===== src/rtl/pixel_uart_tx.sv =====
// -----------------------------------------------------------------------------
// pixel_uart_tx
//   Buffers RGB pixels in a small FIFO and serialises each one onto a UART
//   line as three 8N1 bytes, channel 2 first, then channel 1, then channel 0.
//   Channels narrower than 8 bits are zero-extended on the wire.
//
// Ports
//   i_clk         system clock, all logic on the rising edge
//   i_reset_n     synchronous active-low reset
//   i_data_ready  one-cycle strobe, i_data valid this cycle
//   i_data        pixel, three channels of COLOR_CHANNEL bits
//   o_tx          UART serial line, idles high, registered
//   o_busy        frame on the line or pixels still buffered
//   o_fifo_empty  FIFO holds no pixels (registered)
//   o_overflow    sticky: a pixel was dropped because the FIFO was full
// -----------------------------------------------------------------------------
module pixel_uart_tx #(
  parameter int COLOR_CHANNEL = 8,
  parameter int CLK_DIV       = 434,
  parameter int FIFO_DEPTH    = 16
) (
  input  logic                          i_clk,
  input  logic                          i_reset_n,
  input  logic                          i_data_ready,
  input  logic [2:0][COLOR_CHANNEL-1:0] i_data,
  output logic                          o_tx,
  output logic                          o_busy,
  output logic                          o_fifo_empty,
  output logic                          o_overflow
);

  localparam int PW = $clog2(FIFO_DEPTH);
  localparam int CW = PW + 1;
  localparam int BW = $clog2(CLK_DIV);

  localparam logic [CW-1:0] FIFO_FULL = CW'(FIFO_DEPTH);
  localparam logic [BW-1:0] BAUD_MAX  = BW'(CLK_DIV - 1);

  typedef enum logic [1:0] {
    IDLE,
    START,
    DATA,
    STOP
  } state_e;

  // ---------------------------------------------------------------------------
  // State
  // ---------------------------------------------------------------------------
  logic [2:0][COLOR_CHANNEL-1:0] mem_q [FIFO_DEPTH];

  state_e        state_q,    state_d;
  logic [BW-1:0] baud_q,     baud_d;
  logic [2:0]    bit_q,      bit_d;
  logic [1:0]    byte_q,     byte_d;
  logic [23:0]   shift_q,    shift_d;
  logic          tx_q,       tx_d;
  logic [PW-1:0] wr_ptr_q,   wr_ptr_d;
  logic [PW-1:0] rd_ptr_q,   rd_ptr_d;
  logic [CW-1:0] count_q,    count_d;
  logic          empty_q,    empty_d;
  logic          overflow_q, overflow_d;

  logic pop;
  logic push;

  // ---------------------------------------------------------------------------
  // FIFO bookkeeping
  // ---------------------------------------------------------------------------
  // A full FIFO still accepts a pixel when a pop frees a slot in the same cycle.
  always_comb begin
    push       = i_data_ready && ((count_q < FIFO_FULL) || pop);
    wr_ptr_d   = push ? wr_ptr_q + PW'(1) : wr_ptr_q;
    rd_ptr_d   = pop  ? rd_ptr_q + PW'(1) : rd_ptr_q;
    count_d    = count_q + CW'(push) - CW'(pop);
    empty_d    = (count_d == '0);
    overflow_d = overflow_q || (i_data_ready && !push);
  end

  // ---------------------------------------------------------------------------
  // Transmit FSM
  // ---------------------------------------------------------------------------
  // NOTE: every signal gets a default before the case so no path leaves one
  // unassigned; an unassigned path in always_comb would infer a latch.
  always_comb begin
    state_d = state_q;
    baud_d  = baud_q;
    bit_d   = bit_q;
    byte_d  = byte_q;
    shift_d = shift_q;
    tx_d    = 1'b1;
    pop     = 1'b0;

    unique case (state_q)
      IDLE: begin
        baud_d = '0;
        if (count_q != '0) begin
          pop     = 1'b1;
          byte_d  = '0;
          bit_d   = '0;
          // Byte 0 (channel 2) sits in the low lane; later bytes shift down.
          shift_d = {8'(mem_q[rd_ptr_q][0]),
                     8'(mem_q[rd_ptr_q][1]),
                     8'(mem_q[rd_ptr_q][2])};
          state_d = START;
        end
      end

      START: begin
        tx_d = 1'b0;
        if (baud_q == BAUD_MAX) begin
          baud_d  = '0;
          bit_d   = '0;
          state_d = DATA;
        end else begin
          baud_d = baud_q + BW'(1);
        end
      end

      DATA: begin
        tx_d = shift_q[bit_q];
        if (baud_q == BAUD_MAX) begin
          baud_d = '0;
          if (bit_q == 3'd7) begin
            state_d = STOP;
          end else begin
            bit_d = bit_q + 3'd1;
          end
        end else begin
          baud_d = baud_q + BW'(1);
        end
      end

      STOP: begin
        if (baud_q == BAUD_MAX) begin
          baud_d = '0;
          if (byte_q != 2'd2) begin
            byte_d  = byte_q + 2'd1;
            shift_d = {8'h00, shift_q[23:8]};
            state_d = START;
          end else begin
            state_d = IDLE;
          end
        end else begin
          baud_d = baud_q + BW'(1);
        end
      end

      default: state_d = IDLE;
    endcase
  end

  // ---------------------------------------------------------------------------
  // Registers
  // ---------------------------------------------------------------------------
  // NOTE: sequential state uses non-blocking assignments so every flop samples
  // the pre-edge value of its neighbours regardless of statement order.
  // o_tx is registered from the current state's line level, so the line lags
  // the FSM by one cycle and can never glitch.
  always_ff @(posedge i_clk) begin
    if (!i_reset_n) begin
      state_q    <= IDLE;
      baud_q     <= '0;
      bit_q      <= '0;
      byte_q     <= '0;
      shift_q    <= '0;
      tx_q       <= 1'b1;
      wr_ptr_q   <= '0;
      rd_ptr_q   <= '0;
      count_q    <= '0;
      empty_q    <= 1'b1;
      overflow_q <= 1'b0;
    end else begin
      state_q    <= state_d;
      baud_q     <= baud_d;
      bit_q      <= bit_d;
      byte_q     <= byte_d;
      shift_q    <= shift_d;
      tx_q       <= tx_d;
      wr_ptr_q   <= wr_ptr_d;
      rd_ptr_q   <= rd_ptr_d;
      count_q    <= count_d;
      empty_q    <= empty_d;
      overflow_q <= overflow_d;
    end
  end

  // NOTE: the storage array is deliberately not reset; the pointers and count
  // define which entries are valid, so clearing the data would only cost logic.
  always_ff @(posedge i_clk) begin
    if (push) begin
      mem_q[wr_ptr_q] <= i_data;
    end
  end

  assign o_tx         = tx_q;
  assign o_busy       = (state_q != IDLE) || (count_q != '0);
  assign o_fifo_empty = empty_q;
  assign o_overflow   = overflow_q;

endmodule


===== config.mk =====
export PLATFORM = sky130hd
export DESIGN_NAME = pixel_uart_tx
export DESIGN_NICKNAME = d
export VERILOG_FILES = /design/src/rtl/pixel_uart_tx.sv
export SDC_FILE = /design/constraint.sdc
export NUM_CORES = 1
export LEC_CHECK = 0
export BUFFER_PORTS_ARGS = -buffer_cell sky130_fd_sc_hd__buf_2
export CAP_MARGIN = 0
export CORE_UTILIZATION = 45
export CTS_CLUSTER_SIZE = 12
export DETAILED_ROUTE_END_ITERATION = 12
export SETUP_SLACK_MARGIN = 0.02
export SLEW_MARGIN = 20
export SYNTH_ARGS = -nofsm -noshare
export SYNTH_HDL_FRONTEND = slang
export SYNTH_SLANG_ARGS = --single-unit

===== constraint.sdc =====
create_clock -name i_clk -period 4.67 [get_ports i_clk]
set_clock_uncertainty 0.1 [all_clocks]
set_input_delay 0.467 -clock i_clk [delete_from_list [all_inputs] [get_ports i_clk]]
set_output_delay 0.467 -clock i_clk [all_outputs]
set_load 0.01 [all_outputs]

==> metrics.md, run 1 <==
| Metric | Value |
|---|---|
| Outcome | completed |
| FF+latch count, synth | 444 |
| Place WS | 1.69 ns |
| Post-CTS sizing | 0 |
| Placed Cells | 1,472 |
| Core Region | 0.0378 mm2 |
| Post-synthesis cell type count | 55 |
| Post-Route WL | 36.9 mm |
| Die Ht | 198 um |
| Routed wl met3 | 1.45 mm |
| Int Pwr | 7.55 mW |
| Worst Setup End Kind | register |
| Final net count | 1,057 |
| Via count | 8,684 |
| Final worst slack | 1.70 ns |
| Type of origin of the critical path | register |
| Hold Crit Class | in2reg |
| 1st-iter DRT viols | 537 |
| Kind of critical path | reg2reg |
| Leakage | 6.27 nW |
| Core Rows | 71 |
| R2r setup slk | 1.70 ns |
| Comb power frac | 20.7% |
| # diodes | 0 |
| Syn Nets | 1,006 |
| Worst slew pin tran | 1.00 ns |
| Number of flops mapped to enable cells by yosys | 384 |
| Top Layer Used | met4 |
| Ports | 31 |
| Worst hold slack | 0.177 ns |
| H-tree depth | 2 |
| Largest stage delay, worst path | 0.40 ns |
| First-pass GRT wire length | 56.3 mm |
| WP depth | 14 |
| Worst EP required | 5.02 ns |
| Clock Path Buffers | 3 |
| Ys async rst share | 0% |
| Antenna violations before repair | 0 |
| GR Overflow Total | 0 |
| Cells traversed along the worst timing path | inv_1, ha_1, nand2b_1, and2_1, nand2_1, nand2_1, ha_1, inv_1, fa_1, inv_1, a21oi_1, o21bai_1, xnor2_1, o41ai_1 |
| Mean Syn Cell Area | 18.0 um2 |
| YS warnings | 0 |
| GP Congestion | 0.742 |
| Fin. Hold Viols | 0 |
| WP data arrival | 3.32 ns |
| Remaining DRCs | 0 |
| WL met1 | 16.5 mm |
| Antenna Nets Post-Route | 0 |
| Post-Syn Area | 0.0173 mm2 |
| Post-Syn Instances | 959 |
| Largest fanout on the critical path | 12 |
| PortBufs | 30 |
| CTS buffer count | 47 |
| Hold Path Stages | 1 |
| GRT Overall Usage | 19.8% |
| Switching Share | 27.3% |
| Most used cell, CP | inv_1 |
| Register clock-pin slew on the reported worst setup and hold paths | 0.06 ns |
| CTS tree | done |
| Tmin final | 2.97 ns |
| Final period utilization | 63.5% |
| Sequential element share of the synthesized area | 73.6% |
| Final Slew Violations | 0 |
| Die area | 0.0392 mm2 |
| Relative slew margins | 33.0% |
| Layout cells sized above 1 | 22.6% |
| Synthesis-to-finish area growth | 13.1% |
| Setup violators final | 0 |
| Setup_tns | 0 ns |
| FF-to-FF path depth | 14 |
| Final Non-Filler Cells | 1,555 |
| Initial Utilization | 45.8% |
| RSZ-0062 raised after global routing | no |
| Largest net degree at the start of global routing | 49 |
| Top delay family on crit path | adder cells |
| Drt wl/cell | 23.7 um |
| Max cap viols | 0 |
| Clk pwr share | 33.3% |
| CP max-delay cell | fa_1 |
| Seq pwr share | 46.1% |
| Vias/cell | 5.58 |
| Die W | 198 um |
| # hold bufs at CTS | 0 |
| Cell Pwr Density | 532 mW/mm2 |
| Post-CTS Setup Inserts | 0 |
| Clk_lat worst skew | 0.57 ns |
| Clock sinks | 444 |
| Root Buffer | clkbuf_16 |
| CP bufs+invs | 3 |
| Max VDD drop | 0.286 mV |
| Prevailing post-synth register cell | edfxtp_1 |
| Fmax | 0.337 GHz |
| 1st-pass router iterations | 4 |
| Hpwl dp | 21.9 mm |
| Met2 wire len | 18.1 mm |
| Psw | 2.84 mW |
| Number of global-route vias before repair | 8,956 |
## sequential cells by signal, indices dropped and copies added, names as in the netlist, named ones only
register / flops
o_tx: 1
byte_q: 2
state_q: 2
shift_q: 24
baud_q: 9
count_q: 5
wr_ptr_q: 4
mem_q: 384
o_overflow: 1
rd_ptr_q: 4
bit_q: 3
o_fifo_empty: 1
## cells by family (layout without fill, tap and decap cells)
| kind of cell | count (synthesis) | after routing | synth area share (%) |
|---|---|---|---|
| DFF | 444 | 444 | 73.6 |
| and+or+nand+nor | 156 | 156 | 4.54 |
| muxes | 133 | 133 | 12.7 |
| AOI/OAI and AO/OA | 126 | 126 | 5.12 |
| buffers and inverters | 63 | 148 | 1.65 |
| adders and majority gates | 20 | 20 | 1.49 |
| xor gates and xnor gates | 17 | 17 | 0.861 |
## power by group through the flow
stage / Clock, mW / Combinational, mW / Sequential (mW)
floorplan: 0 / 1.66 / 4.71
global placement: 0 / 2.16 / 4.87
detailed placement: 0 / 2.17 / 4.87
CTS: 3.53 / 2.18 / 4.79
global route: 3.68 / 2.35 / 4.82
finish: 3.46 / 2.15 / 4.79
## layer usage
| metal | GRT usage, % | up-vias |
|---|---|---|
| met4 | 6.69 | 0 |
| li1 | - | 3927 |
| met3 | 3.39 | 68 |
| met2 | 32.3 | 185 |
| met1 | 27.1 | 4504 |
| met5 | 0 | - |
## path summary, 6_finish.rpt
kind / to / start
max reg2reg: o_fifo_empty$_SDFF_PN1_ / state_q[0]$_SDFFE_PN0P_
min: mem_q[11][14]$_DFFE_PP_ / i_data[14]
max: o_fifo_empty$_SDFF_PN1_ / state_q[0]$_SDFFE_PN0P_
min reg2reg: o_overflow$_SDFF_PN0_ / o_overflow$_SDFF_PN0_
## metrics by stage
step           cell area (um2)  total power [mW]  util (%)
6_report                 19600              10.4      51.8
4_1_cts                  19600              10.5      51.8
2_1_floorplan            17300              6.37         -
3_5_place_dp             18100              7.04      48.1
5_1_grt                  19600              10.9      51.8
3_3_place_gp             18100              7.03      48.0
## placed cells by master, fill, tap and decap left out, types with 4 or more instances in the layout
| cell | count |
|---|---|
| a211o_1 | 8 |
| a21oi_1 | 14 |
| a22o_1 | 23 |
| and2_1 | 15 |
| buf_2 | 30 |
| buf_4 | 19 |
| clkbuf_1 | 19 |
| clkbuf_16 | 47 |
| clkinv_1 | 5 |
| clkinv_2 | 7 |
| dfxtp_1 | 57 |
| edfxtp_1 | 384 |
| ha_1 | 19 |
| inv_1 | 14 |
| mux2_2 | 33 |
| mux2i_1 | 34 |
| mux4_2 | 66 |
| nand2_1 | 37 |
| nand2b_1 | 8 |
| nand3_1 | 4 |
| nor2_1 | 31 |
| nor2_4 | 12 |
| nor2b_1 | 5 |
| nor3_1 | 18 |
| nor3_2 | 6 |
| o211ai_1 | 16 |
| o21ai_0 | 17 |
| o22ai_1 | 32 |
| xnor2_1 | 11 |
| xor2_1 | 6 |
## synthesized netlist by cell type (all sizes together), types with 4 or more instances
cell type	number	area (um2)
xor2	6	52.6
edfxtp	384	11500
mux2	33	372
and2	16	100
a21oi	14	70.1
o211ai	16	120
a211o	8	70.1
dfxtp	60	1200
nor2b	6	40.0
mux4	66	1490
nor3	24	120
a22o	23	201
ha	19	238
inv	14	52.6
nand2	37	139
buf	24	139
clkbuf	24	90.1
o22ai	32	200
xnor2	11	96.3
nor2	43	161
nand2b	8	50.1
o21ai	19	95.1
nand3	4	20.0
mux2i	34	340
## area by class of cell
type | count | area (um2)
Clock buffer | 68 | 1270
Tap cell | 511 | 639
Sequential cell | 444 | 12700
Timing Repair Buffer | 50 | 313
Fill cell | 3040 | 18200
Clock inverter | 15 | 126
Inverter | 15 | 56.3
Multi-Input combinational cell | 452 | 4400
No activity file was read; power rests on OpenSTA's default activity.
==> run 2, diff against run 1 <==
clock period = 2.79 ns   (was 4.67 ns; I/O delays follow)
==> run 2 against run 1 <==
Non-clock buffer count is 65 higher. Combinational power is 87% higher. Routed wire length is 3.7% higher. Via count is 3.4% higher. Register-to-register slack worse by 1.4 ns. Sequential share of layout area is 2.2 points lower.
==> metrics.md, run 2 (synthesis results as in run 1) <==
| Metric | Value |
|---|---|
| Outcome | completed |
| CP bufs+invs | 4 (+1) |
| Via count | 8,979 (+3.4%) |
| R2r setup slk | 0.27 ns (-1.43 ns) |
| Setup_tns | 0 ns (unchanged) |
| Worst r2r src | count_q[2]$_SDFF_PN0_ |
| Clk_lat worst skew | 0.57 ns (about the same) |
| PortBufs | 30 (unchanged) |
| Die Ht | 198 um (unchanged) |
| Largest fanout on the critical path | 7 (-5) |
| 1st-iter DRT viols | 720 (+34%) |
| Place WS | 0.175 ns (-1.51 ns) |
| Antenna Nets Post-Route | 0 (unchanged) |
| Number of flip-flops under the largest register name | 384 (unchanged) |
| Root Buffer | clkbuf_16 |
| Fmax | 0.381 GHz |
| Die W | 198 um (unchanged) |
| Tmin final | 2.62 ns |
| Top delay family on crit path | simple AND/OR/NAND/NOR gates |
| CTS buffer count | 46 (-2.1%) |
| Max VDD drop | 0.474 mV (+66%) |
| Final Slew Violations | 0 (unchanged) |
| WP data arrival | 2.24 ns (-1.08 ns) |
| Leakage | 6.59 nW (+5.0%) |
| Antenna violations before repair | 0 (unchanged) |
| Core Region | 0.0378 mm2 (unchanged) |
| Number of global-route vias before repair | 9,173 (+2.4%) |
| DP Area | 0.0186 mm2 (+2.2%) |
| Layout cells sized above 1 | 24.8% (+2.1 points) |
| GP Congestion | 0.768 (+3.5%) |
| Initial Utilization | 45.8% (unchanged) |
| Commonest non-fill, non-tap cells in the layout | edfxtp_1, mux4_2, dfxtp_1 |
| Most used cell, CP | inv_1 |
| First-pass GRT wire length | 57.8 mm (+2.7%) |
| Drt wl/cell | 23.6 um (-0.35%) |
| CTS tree | done |
| Clock sinks | 444 (unchanged) |
| Die area | 0.0392 mm2 (unchanged) |
| Cells traversed along the worst timing path | inv_1, ha_1, nor4b_4, buf_4, and2_0, inv_1, buf_2 |
| Fin. Hold Viols | 0 (unchanged) |
| Final net count | 1,121 (+6.1%) |
| Remaining DRCs | 0 (unchanged) |
| CP startpoint | count_q[2]$_SDFF_PN0_ |
| Setup violators final | 0 (unchanged) |
| GR Overflow Total | 0 (unchanged) |
| H-tree depth | 2 (unchanged) |
| Worst EP required | 2.41 ns (-2.61 ns) |
| Type of origin of the critical path | register |
| Largest stage delay, worst path | 0.36 ns (-0.04 ns) |
| Min-delay src | i_reset_n |
| Core Rows | 71 (unchanged) |
| Post-Route WL | 38.3 mm (+3.7%) |
| RSZ-0062 raised after global routing | no |
| Max cap viols | 0 (unchanged) |
| Design Area, Final | 0.0202 mm2 (+3.5%) |
| # fillers | 2,989 (-1.7%) |
| GRT Overall Usage | 20.4% (+0.54 points) |
| Relative slew margins | 47.5% (+14 points) |
| CP max-delay cell | and2_0 |
| Worst Setup End Kind | output port |
| Final period utilization | 94.0% |
| Biggest register | mem_q |
| Worst slew pin tran | 0.785 ns (-0.219 ns) |
| Largest regs | mem_q x384, shift_q x24, baud_q x9 |
| Hpwl dp | 22.7 mm (+3.7%) |
| Fin util | 53.6% (+1.8 points) |
| Clock Path Buffers | 3 (unchanged) |
| Ports | 31 (unchanged) |
| Register clock-pin slew on the reported worst setup and hold paths | 0.06 ns (about the same) |
| Final worst slack | 0.167 ns (-1.54 ns) |
| Most common cell after layout, fill and taps aside | edfxtp_1 |
| Largest net degree at the start of global routing | 36 (-27%) |
| 1st-pass router iterations | 4 (unchanged) |
| Hold Crit Class | in2reg |
| # diodes | 0 (unchanged) |
| Kind of critical path | reg2out |
| Synthesis-to-finish area growth | 17.0% |
| Cell Pwr Density | 873 mW/mm2 (+64%) |
| Vias/cell | 5.55 (-0.63%) |
## run 2: changes by cell type in the layout (fill, tap and decap cells not counted), sizes merged
cell         before  now
clkinv           12   10
buf              50   90
dlygate4sd3       0   25
inv              15   16
clkbuf           68   67
## run 2: area by class of cell
class | instances | area [um2] | share of cell area [%]
Multi-Input combinational cell | 452 | 4440 | 21.9
Sequential cell | 444 | 12700 | 63.0
Tap cell | 511 | 639 | 3.16
Timing Repair Buffer | 115 | 963 | 4.76
Clock buffer | 67 | 1260 | 6.23
Clock inverter | 14 | 136 | 0.674
Inverter | 15 | 56.3 | 0.278
## run 2: stage by stage
stage,hold WS (ns),power (mW),instances
floorplan,0.278,10.7,959
global placement,0.364,12.0,1511
detailed placement,0.371,12.0,1511
CTS,0.0339,17.8,1617
global route,0.102,18.4,1618
finish,0.0467,17.7,1618
## run 2: final timing paths
check | endpoint | depth (start not counted)
setup / recovery | o_busy | 7
hold / removal | o_tx$_SDFF_PN1_ | 2
setup reg to reg | o_fifo_empty$_SDFF_PN1_ | 14
hold reg to reg | baud_q[0]$_SDFF_PP0_ | 1
## run 2: layer usage
metal	vias to the layer above	part of all wire [%]	track usage [%]
met5	-	0	0
li1	4047	-	-
met2	228	48	32.6
met4	0	2.2	6.40
met1	4643	45	29.1
met3	61	5.1	2.76
## run 2: what timing repair did
item                                    in CTS  in global routing
hold buffers                                25                  0
endpoints found under the setup margin       0                  1
buffers inserted                             0                  1
hold endpoints to repair                   371                  0
gates resized for setup                      0                  3
## run 2: where the power goes
part	internal, mW	switching, mW	leakage (nW)
registers	7.60	0.288	3.96
clock network	3.32	2.43	0.677
logic	1.94	2.08	1.95
